==> config.mk <==
export PLATFORM = sky130hd
export DESIGN_NAME = timer_irq_source
export DESIGN_NICKNAME = d
export VERILOG_FILES = /design/src/rtl/timer_irq_source.sv
export SDC_FILE = /design/constraint.sdc
export NUM_CORES = 1
export LEC_CHECK = 0
export BUFFER_PORTS_ARGS = -buffer_cell sky130_fd_sc_hd__buf_2
export CORE_ASPECT_RATIO = 0.6
export CORE_MARGIN = 2
export CORE_UTILIZATION = 60
export CTS_BUF_LIST = sky130_fd_sc_hd__clkbuf_8
export DETAILED_ROUTE_END_ITERATION = 10
export PLACE_DENSITY = 0.87
export SLEW_MARGIN = 10
export SYNTH_ARGS = -nofsm -noshare
export SYNTH_HDL_FRONTEND = slang
export SYNTH_SLANG_ARGS = --single-unit
==> constraint.sdc <==
create_clock -name clk -period 2.56 [get_ports clk]
set_clock_uncertainty 0.15 [all_clocks]
set_input_delay 0.512 -clock clk [delete_from_list [all_inputs] [get_ports clk]]
set_output_delay 0.512 -clock clk [all_outputs]
set_load 0.03 [all_outputs]
==> src/rtl/timer_irq_source.sv <==
// Programmable down-counting timer with prescaler that raises a CPU interrupt on expiry.
// Interrupt is held until acknowledged; expiries that arrive while it is pending set a sticky overflow flag.
module timer_irq_source #(
   parameter int CNT_W = 16,
   parameter int PRE_W = 8
) (
   input  logic       clk,
   input  logic       reset,
   input  logic       we,
   input  logic [1:0] addr,
   input  logic [7:0] wdata,
   output logic [7:0] rdata,
   input  logic       s_finish_interr,
   output logic       i_timer,
   output logic       overflow
);

   localparam int HALF = CNT_W / 2;
   localparam logic [CNT_W-1:0] CntOne = CNT_W'(1);
   localparam logic [PRE_W-1:0] PreOne = PRE_W'(1);

   typedef enum logic [1:0] {
      IDLE = 2'd0,
      RUN  = 2'd1,
      PEND = 2'd2
   } state_t;

   state_t           state_q, state_d;
   logic [CNT_W-1:0] reload_q, reload_d;
   logic [CNT_W-1:0] count_q, count_d;
   logic [PRE_W-1:0] prescale_q, prescale_d;
   logic [PRE_W-1:0] preCnt_q, preCnt_d;
   logic             enable_q, enable_d;
   logic             autoReload_q, autoReload_d;
   logic             running_q, running_d;
   logic             overflow_q, overflow_d;

   logic             tick;
   logic             expiry;
   logic             irqActive;

   assign tick      = running_q && (preCnt_q == prescale_q);
   assign expiry    = tick && (count_q == '0);
   assign irqActive = (state_q == PEND);

   always_ff @(posedge clk or posedge reset) begin
      if (reset) begin
         state_q <= IDLE;
      end else begin
         state_q <= state_d;
      end
   end

   // A coincident expiry always beats the acknowledge, so the request never drops on an expiry edge.
   always_comb begin
      state_d = state_q;
      case (state_q)
         IDLE: begin
            if (running_d) state_d = RUN;
         end
         RUN: begin
            if (expiry)          state_d = PEND;
            else if (!running_d) state_d = IDLE;
         end
         PEND: begin
            if (s_finish_interr && !expiry) state_d = running_d ? RUN : IDLE;
         end
         default: state_d = IDLE;
      endcase
   end

   always_comb begin
      i_timer  = irqActive;
      overflow = overflow_q;
   end

   always_ff @(posedge clk or posedge reset) begin
      if (reset) begin
         reload_q     <= '0;
         count_q      <= '0;
         prescale_q   <= '0;
         preCnt_q     <= '0;
         enable_q     <= 1'b0;
         autoReload_q <= 1'b0;
         running_q    <= 1'b0;
         overflow_q   <= 1'b0;
      end else begin
         reload_q     <= reload_d;
         count_q      <= count_d;
         prescale_q   <= prescale_d;
         preCnt_q     <= preCnt_d;
         enable_q     <= enable_d;
         autoReload_q <= autoReload_d;
         running_q    <= running_d;
         overflow_q   <= overflow_d;
      end
   end

   // Counting runs first; CPU writes then override, and the load check sees a one-shot that just stopped.
   always_comb begin
      reload_d     = reload_q;
      count_d      = count_q;
      prescale_d   = prescale_q;
      preCnt_d     = preCnt_q;
      enable_d     = enable_q;
      autoReload_d = autoReload_q;
      running_d    = running_q;
      overflow_d   = overflow_q;

      if (running_q) begin
         preCnt_d = tick ? '0 : preCnt_q + PreOne;
         if (tick) begin
            if (count_q != '0) begin
               count_d = count_q - CntOne;
            end else if (autoReload_q) begin
               count_d = reload_q;
            end else begin
               running_d = 1'b0;
               enable_d  = 1'b0;
            end
         end
      end

      if (we) begin
         case (addr)
            2'd0: reload_d[HALF-1:0]     = wdata[HALF-1:0];
            2'd1: reload_d[CNT_W-1:HALF] = wdata[HALF-1:0];
            2'd2: prescale_d             = wdata[PRE_W-1:0];
            2'd3: begin
               enable_d     = wdata[0];
               autoReload_d = wdata[1];
               if (!wdata[0]) begin
                  running_d = 1'b0;
               end else if (!running_d) begin
                  count_d   = reload_q;
                  preCnt_d  = '0;
                  running_d = 1'b1;
               end
               if (wdata[2]) overflow_d = 1'b0;
            end
            default: ;
         endcase
      end

      if (expiry && irqActive && !s_finish_interr) overflow_d = 1'b1;
   end

   always_comb begin
      rdata = 8'h00;
      case (addr)
         2'd0: rdata = 8'(count_q[HALF-1:0]);
         2'd1: rdata = 8'(count_q[CNT_W-1:HALF]);
         2'd2: rdata = 8'(prescale_q);
         2'd3: rdata = {3'b000, overflow_q, irqActive, running_q, autoReload_q, enable_q};
         default: rdata = 8'h00;
      endcase
   end

endmodule

==> results_dict.tcl, run 1 <==
set metrics [dict create \
    status "completed" \
    yosys-top-cells-count "dfrtp_1, nand2_1, mux2_2" \
    die_y_um 60.7 \
    netlist_instances 316 \
    relSlewSlack 0.615 \
    dr_total_vias 2941 \
    die_w_um 98.5 \
    vias_per_cell 7.04 \
    synth_enable_flop_cells 0 \
    crit_fanout 7 \
    cts.sinks 54 \
    critPathRequiredTime_ns 2.62 \
    setup_tns_ns 0 \
    finalCriticalPeriod_ns 2.46 \
    synth.top_cell.area_share 0.420 \
    diodes 0 \
    yosysMostFrequentCell "dfrtp_1" \
    grt_max_degree 20 \
    drive_gt1_frac 0.278 \
    drt_first_pass_iters 7 \
    path_cells "inv_1, ha_1, nor4b_4, nand4_2, nor2_4, nand2_4, a22o_4, o32a_1" \
    grt_overflow 0 \
    clk_pin_slew_worst_paths_ns 0.10 \
    drc 0 \
    num_rows 20 \
    slowest_stage "dfrtp_1" \
    routed_wl_um 9530 \
    drtAntennaViolNets 0 \
    power_density_nw_per_um2 764 \
    cts-htree-levels 2 \
    cts_tree "yes" \
    initialDrtViolationCount 387 \
    clk-insertion-delay-late_ns 0.32 \
    clk_path_buf_depth 2 \
    path_class "reg2reg" \
    fp.coreArea_um2 5100 \
    ys_top_cells_by_area "dfrtp_1, mux2_2, mux4_2" \
    pin_count 24 \
    critPathMaxStageDelay_ns 0.39 \
    endpoint_kind "flop" \
    cts-root-buf "clkbuf_8" \
    synth.ff_latch_count 54 \
    syn_to_final_growth_pct 12.2 \
    ys_async_sr_fraction 1.00 \
    ys.flop_type "dfrtp_1" \
    yosysSeqAreaShare 0.420 \
    dp_hpwl_um 7180 \
    hold_viol 0 \
    grt_pass1_wl_um 15100 \
    start_kind "flop" \
    grtUsageTotal 0.343 \
    p_leak_nw 1.53 \
    drt-met1-wl_um 3930 \
    routed-wl-met2_um 3770 \
    grt_pass1_vias 2757 \
    yosysUniqueCellTypes 64 \
    fill_cells 391 \
    setup_viol 0 \
    syn_nets 333 \
    cp_data_arrival_time_ns 2.53 \
    ys.warnings.count 0 \
    hold_path_class "in2async" \
    synth_top_area_cell "dfrtp_1" \
    initial_core_util 0.630 \
    nets 368 \
    numCtsBuffers 5 \
    grt_setup_unrepaired "false" \
    wl_per_cell_um 22.8 \
    worstMarginPinSlew_ns 0.576 \
    fin_crit_sh 0.962 \
    antenna_found_initial 1 \
    route.met3.wl_um 1610 \
    highest_layer "met4" \
    clock.fmax_ghz 0.406 \
    ir_drop_mv 0.410 \
    slew_viol_final 0 \
    syn_area_um2 3220 \
    port_buffers 23 \
    post-route-util 0.707 \
    max_cap_viol_count 0 \
    avgSynthCellArea_um2 10.2 \
    gp_congestion 1.03 \
    dieArea_um2 5980 \
]
## worst paths after layout
path	start	endpoint	cells after the start	slack [ns]
setup / recovery	count_q[1]	count_q[4]	8	0.1
hold / removal	reset	preCnt_q[5]	2	0.04
setup reg to reg	count_q[1]	count_q[4]	8	0.1
hold reg to reg	reload_q[4]	count_q[4]	1	0.38
max in group asynchronous	reset	count_q[0]	3	1.59
min in group clk	wdata[7]	reload_q[7]	3	0.28
## stage by stage
step	power [W]	cell area (um^2)	setup WS, ns	hold WS, ns	std cells
after floorplan	0.00180	3220	0.371	0.310	316
after detailed placement	0.00212	3490	0.179	0.351	410
after global routing	0.00288	3610	0.0195	0.0715	418
after global placement	0.00209	3490	0.222	0.336	410
final	0.00276	3610	0.0964	0.0351	418
after CTS	0.00272	3610	0.157	0.0436	418
## placed cells by master, fill, tap and decap left out, types with 4 or more instances in the layout
master	count
buf_4	20
o21ai_1	4
buf_2	23
nand3_1	7
nor3_1	9
a2bb2oi_1	4
xnor2_1	8
mux2i_1	9
a21oi_1	12
mux2_2	23
o21ai_0	21
xor2_1	6
a31oi_1	9
clkbuf_8	5
nor4_1	4
inv_1	8
nand2_1	27
nor2_1	21
mux4_2	5
dfrtp_1	54
nand4_1	6
o22ai_1	5
## logic make-up after synthesis
logic type,after synthesis,share of synthesized area
AND/OR/NAND/NOR,107,0.193
AO/OA/AOI/OAI,76,0.154
flip-flops,54,0.420
multiplexers,37,0.144
buffers and inverters,25,0.0393
XOR/XNOR,14,0.0381
adder cells (fa/ha/maj),3,0.0117
## state kept, by name, summed over array words and instances (netlist names)
signal,flops
autoReload_q,1
state_q,2
preCnt_q,8
count_q,16
prescale_q,8
running_q,1
reload_q,16
overflow,1
enable_q,1
## worst max-delay path: cells and delay by family, from the launching register on
family          cells  cell delay, ns
buf+inv             1            0.15
flops               1            0.39
simple gates        4            0.98
compound gates      2            0.52
fa+ha+maj           1            0.18
## where the power goes
| part | internal, W | switching (W) |
|---|---|---|
| logic | 0.000401 | 0.000493 |
| registers | 0.00102 | 0.000235 |
| clock network | 0.000297 | 0.000310 |
## layout make-up
class / count / area [um^2] / share of cell area
repair buffers: 44 / 285 / 0.0791
flip-flops and latches: 54 / 1350 / 0.374
well taps: 66 / 82.6 / 0.0229
clock buffers: 5 / 68.8 / 0.0191
multi-input cells: 237 / 1740 / 0.482
inverters: 9 / 33.8 / 0.00936
clock inverters: 3 / 47.5 / 0.0132
## metal layers
layer,vias up,global-route usage
li1,1244,-
met3,28,0.120
met1,1417,0.508
met5,-,0
met4,0,0.0783
met2,252,0.489
## what timing repair did
| item | 4_1_cts | 5_1_grt |
|---|---|---|
| endpoints found under the setup margin | 0 | 1 |
| hold buffers | 0 | 0 |
| setup buffers | 0 | 0 |
| gates resized for setup | 0 | 1 |
Power figures use the tool's default switching activity.
==> inputs of run 2 (changes only) <==
- REMOVE_ABC_BUFFERS: default -> 1
==> run 2 against run 1 <==
Fmax increased by 1.2%; first-iteration DRC count increased by 4.1%; register-to-register slack improved by 0.03 ns; hold slack gained 0.042 ns.
==> results_dict.tcl, run 2 (synthesis results as in run 1) <==
set metrics [dict create \
    port_buffers 23 \
    status "completed" \
    clk_path_buf_depth 2 \
    clock.fmax_ghz 0.411 \
    path_class "reg2reg" \
    finalCriticalPeriod_ns 2.43 \
    mostFrequentLayoutCell "dfrtp_1" \
    reg_top3 "count_q (16), reload_q (16)" \
    pin_count 24 \
    gp_congestion 1.04 \
    nets 377 \
    cts_hold_buf 0 \
    clk_pin_slew_worst_paths_ns 0.11 \
    slew_viol_final 0 \
    routed_wl_um 9400 \
    fp.coreArea_um2 5100 \
    drtAntennaViolNets 0 \
    final_cell_mix "dfrtp_1, buf_4, nand2_1" \
    die_y_um 60.7 \
    grtUsageTotal 0.335 \
    worstMarginPinSlew_ns 0.729 \
    pwr-share-comb 0.340 \
    cts_tree "yes" \
    p_seq_frac 0.442 \
    max_cap_viol_count 0 \
    power_density_nw_per_um2 761 \
    clk-insertion-delay-late_ns 0.32 \
    p_int_w 0.00175 \
    initial_core_util 0.630 \
    cts-root-buf "clkbuf_8" \
    endpoint_kind "flop" \
    vias_per_cell 6.80 \
    dr_total_vias 2904 \
    power_switching_w 0.00106 \
    relSlewSlack 0.513 \
    fin_crit_sh 0.951 \
    dp_hpwl_um 6980 \
    layout.area.seq_um2 1350 \
    start_kind "flop" \
    p_leak_nw 1.58 \
    hold_path_class "in2async" \
    finalPower_w 0.00281 \
    fill_cells 376 \
    grt_pass1_vias 2768 \
    critPathRequiredTime_ns 2.61 \
    setup_tns_ns 0 \
    cts-htree-levels 2 \
    p_sw_frac 0.376 \
    post-route-util 0.722 \
    grt_setup_unrepaired "false" \
    p_clk_frac 0.218 \
    cp_data_arrival_time_ns 2.48 \
    grt_pass1_wl_um 15000 \
    crit_fanout 4 \
    whs_ns 0.0772 \
    setup_viol 0 \
    drt_first_pass_iters 6 \
    dieArea_um2 5980 \
    cts.sinks 54 \
    diodes 0 \
    num_rows 20 \
    hold_viol 0 \
    die_w_um 98.5 \
    grt_max_degree 33 \
    grt_overflow 0 \
    numCtsBuffers 5 \
    wl_per_cell_um 22.0 \
    drc 0 \
    ir_drop_mv 0.476 \
    initialDrtViolationCount 403 \
    multi_input_area_um2 1740 \
    antenna_found_initial 0 \
    syn_to_final_growth_pct 14.6 \
    drive_gt1_frac 0.296 \
]
-- run 2: cell type report --
type                       count  area share
sequential                    54       0.367
inverter                       9     0.00916
clock buffer                   5      0.0187
tap                           66      0.0224
clock inverter                 3      0.0132
timing repair buffer          53      0.0967
multi-input combinational    237       0.473
-- run 2: per-stage QoR --
stage                     std cells  worst slack, ns  area, um^2
after floorplan                 300          -0.0826        3120
after global placement          418            0.127        3550
final                           427            0.127        3690
after CTS                       426          0.00791        3670
after global routing            427           0.0138        3690
after detailed placement        418           0.0410        3550
-- run 2: power groups by stage --
stage	clock [W]	sequential (W)	combinational, W
2_1_floorplan	0	0.00122	0.000556
3_3_place_gp	0	0.00123	0.000883
3_5_place_dp	0	0.00124	0.000923
4_1_cts	0.000614	0.00122	0.000923
5_1_grt	0.000648	0.00125	0.00104
6_report	0.000613	0.00124	0.000954
-- run 2: worst max-delay path, stage by stage, from the launching register on --
cell and delay, ns:
dfrtp_1 0.39, inv_1 0.11, ha_1 0.22, or3b_2 0.53
nor2_1 0.20, nor4b_1 0.36, mux2i_1 0.26, o22ai_1 0.09
-- run 2: worst paths after layout --
kind / startpoint / end / slack [ns] / depth (start not counted)
max: count_q[0] / count_q[14] / 0.13 / 7
min: reset / autoReload_q / 0.08 / 2
max reg2reg: count_q[0] / count_q[14] / 0.13 / 7
min reg2reg: reload_q[14] / reload_q[14] / 0.38 / 1
max in group asynchronous: reset / count_q[13] / 1.61 / 3
min in group clk: wdata[7] / reload_q[7] / 0.28 / 3
-- run 2: timing repair --
item / CTS / global route
gates resized for setup: 0 / 2
setup endpoints to repair: 0 / 6
buffers inserted: 0 / 1
-- run 2: per-layer routing --
metal	global-route usage	share of wire	vias to the layer above
li1	-	-	1268
met1	0.489	0.43	1378
met2	0.484	0.40	234
met3	0.122	0.15	24
met4	0.0783	0.019	0
met5	0	0	-
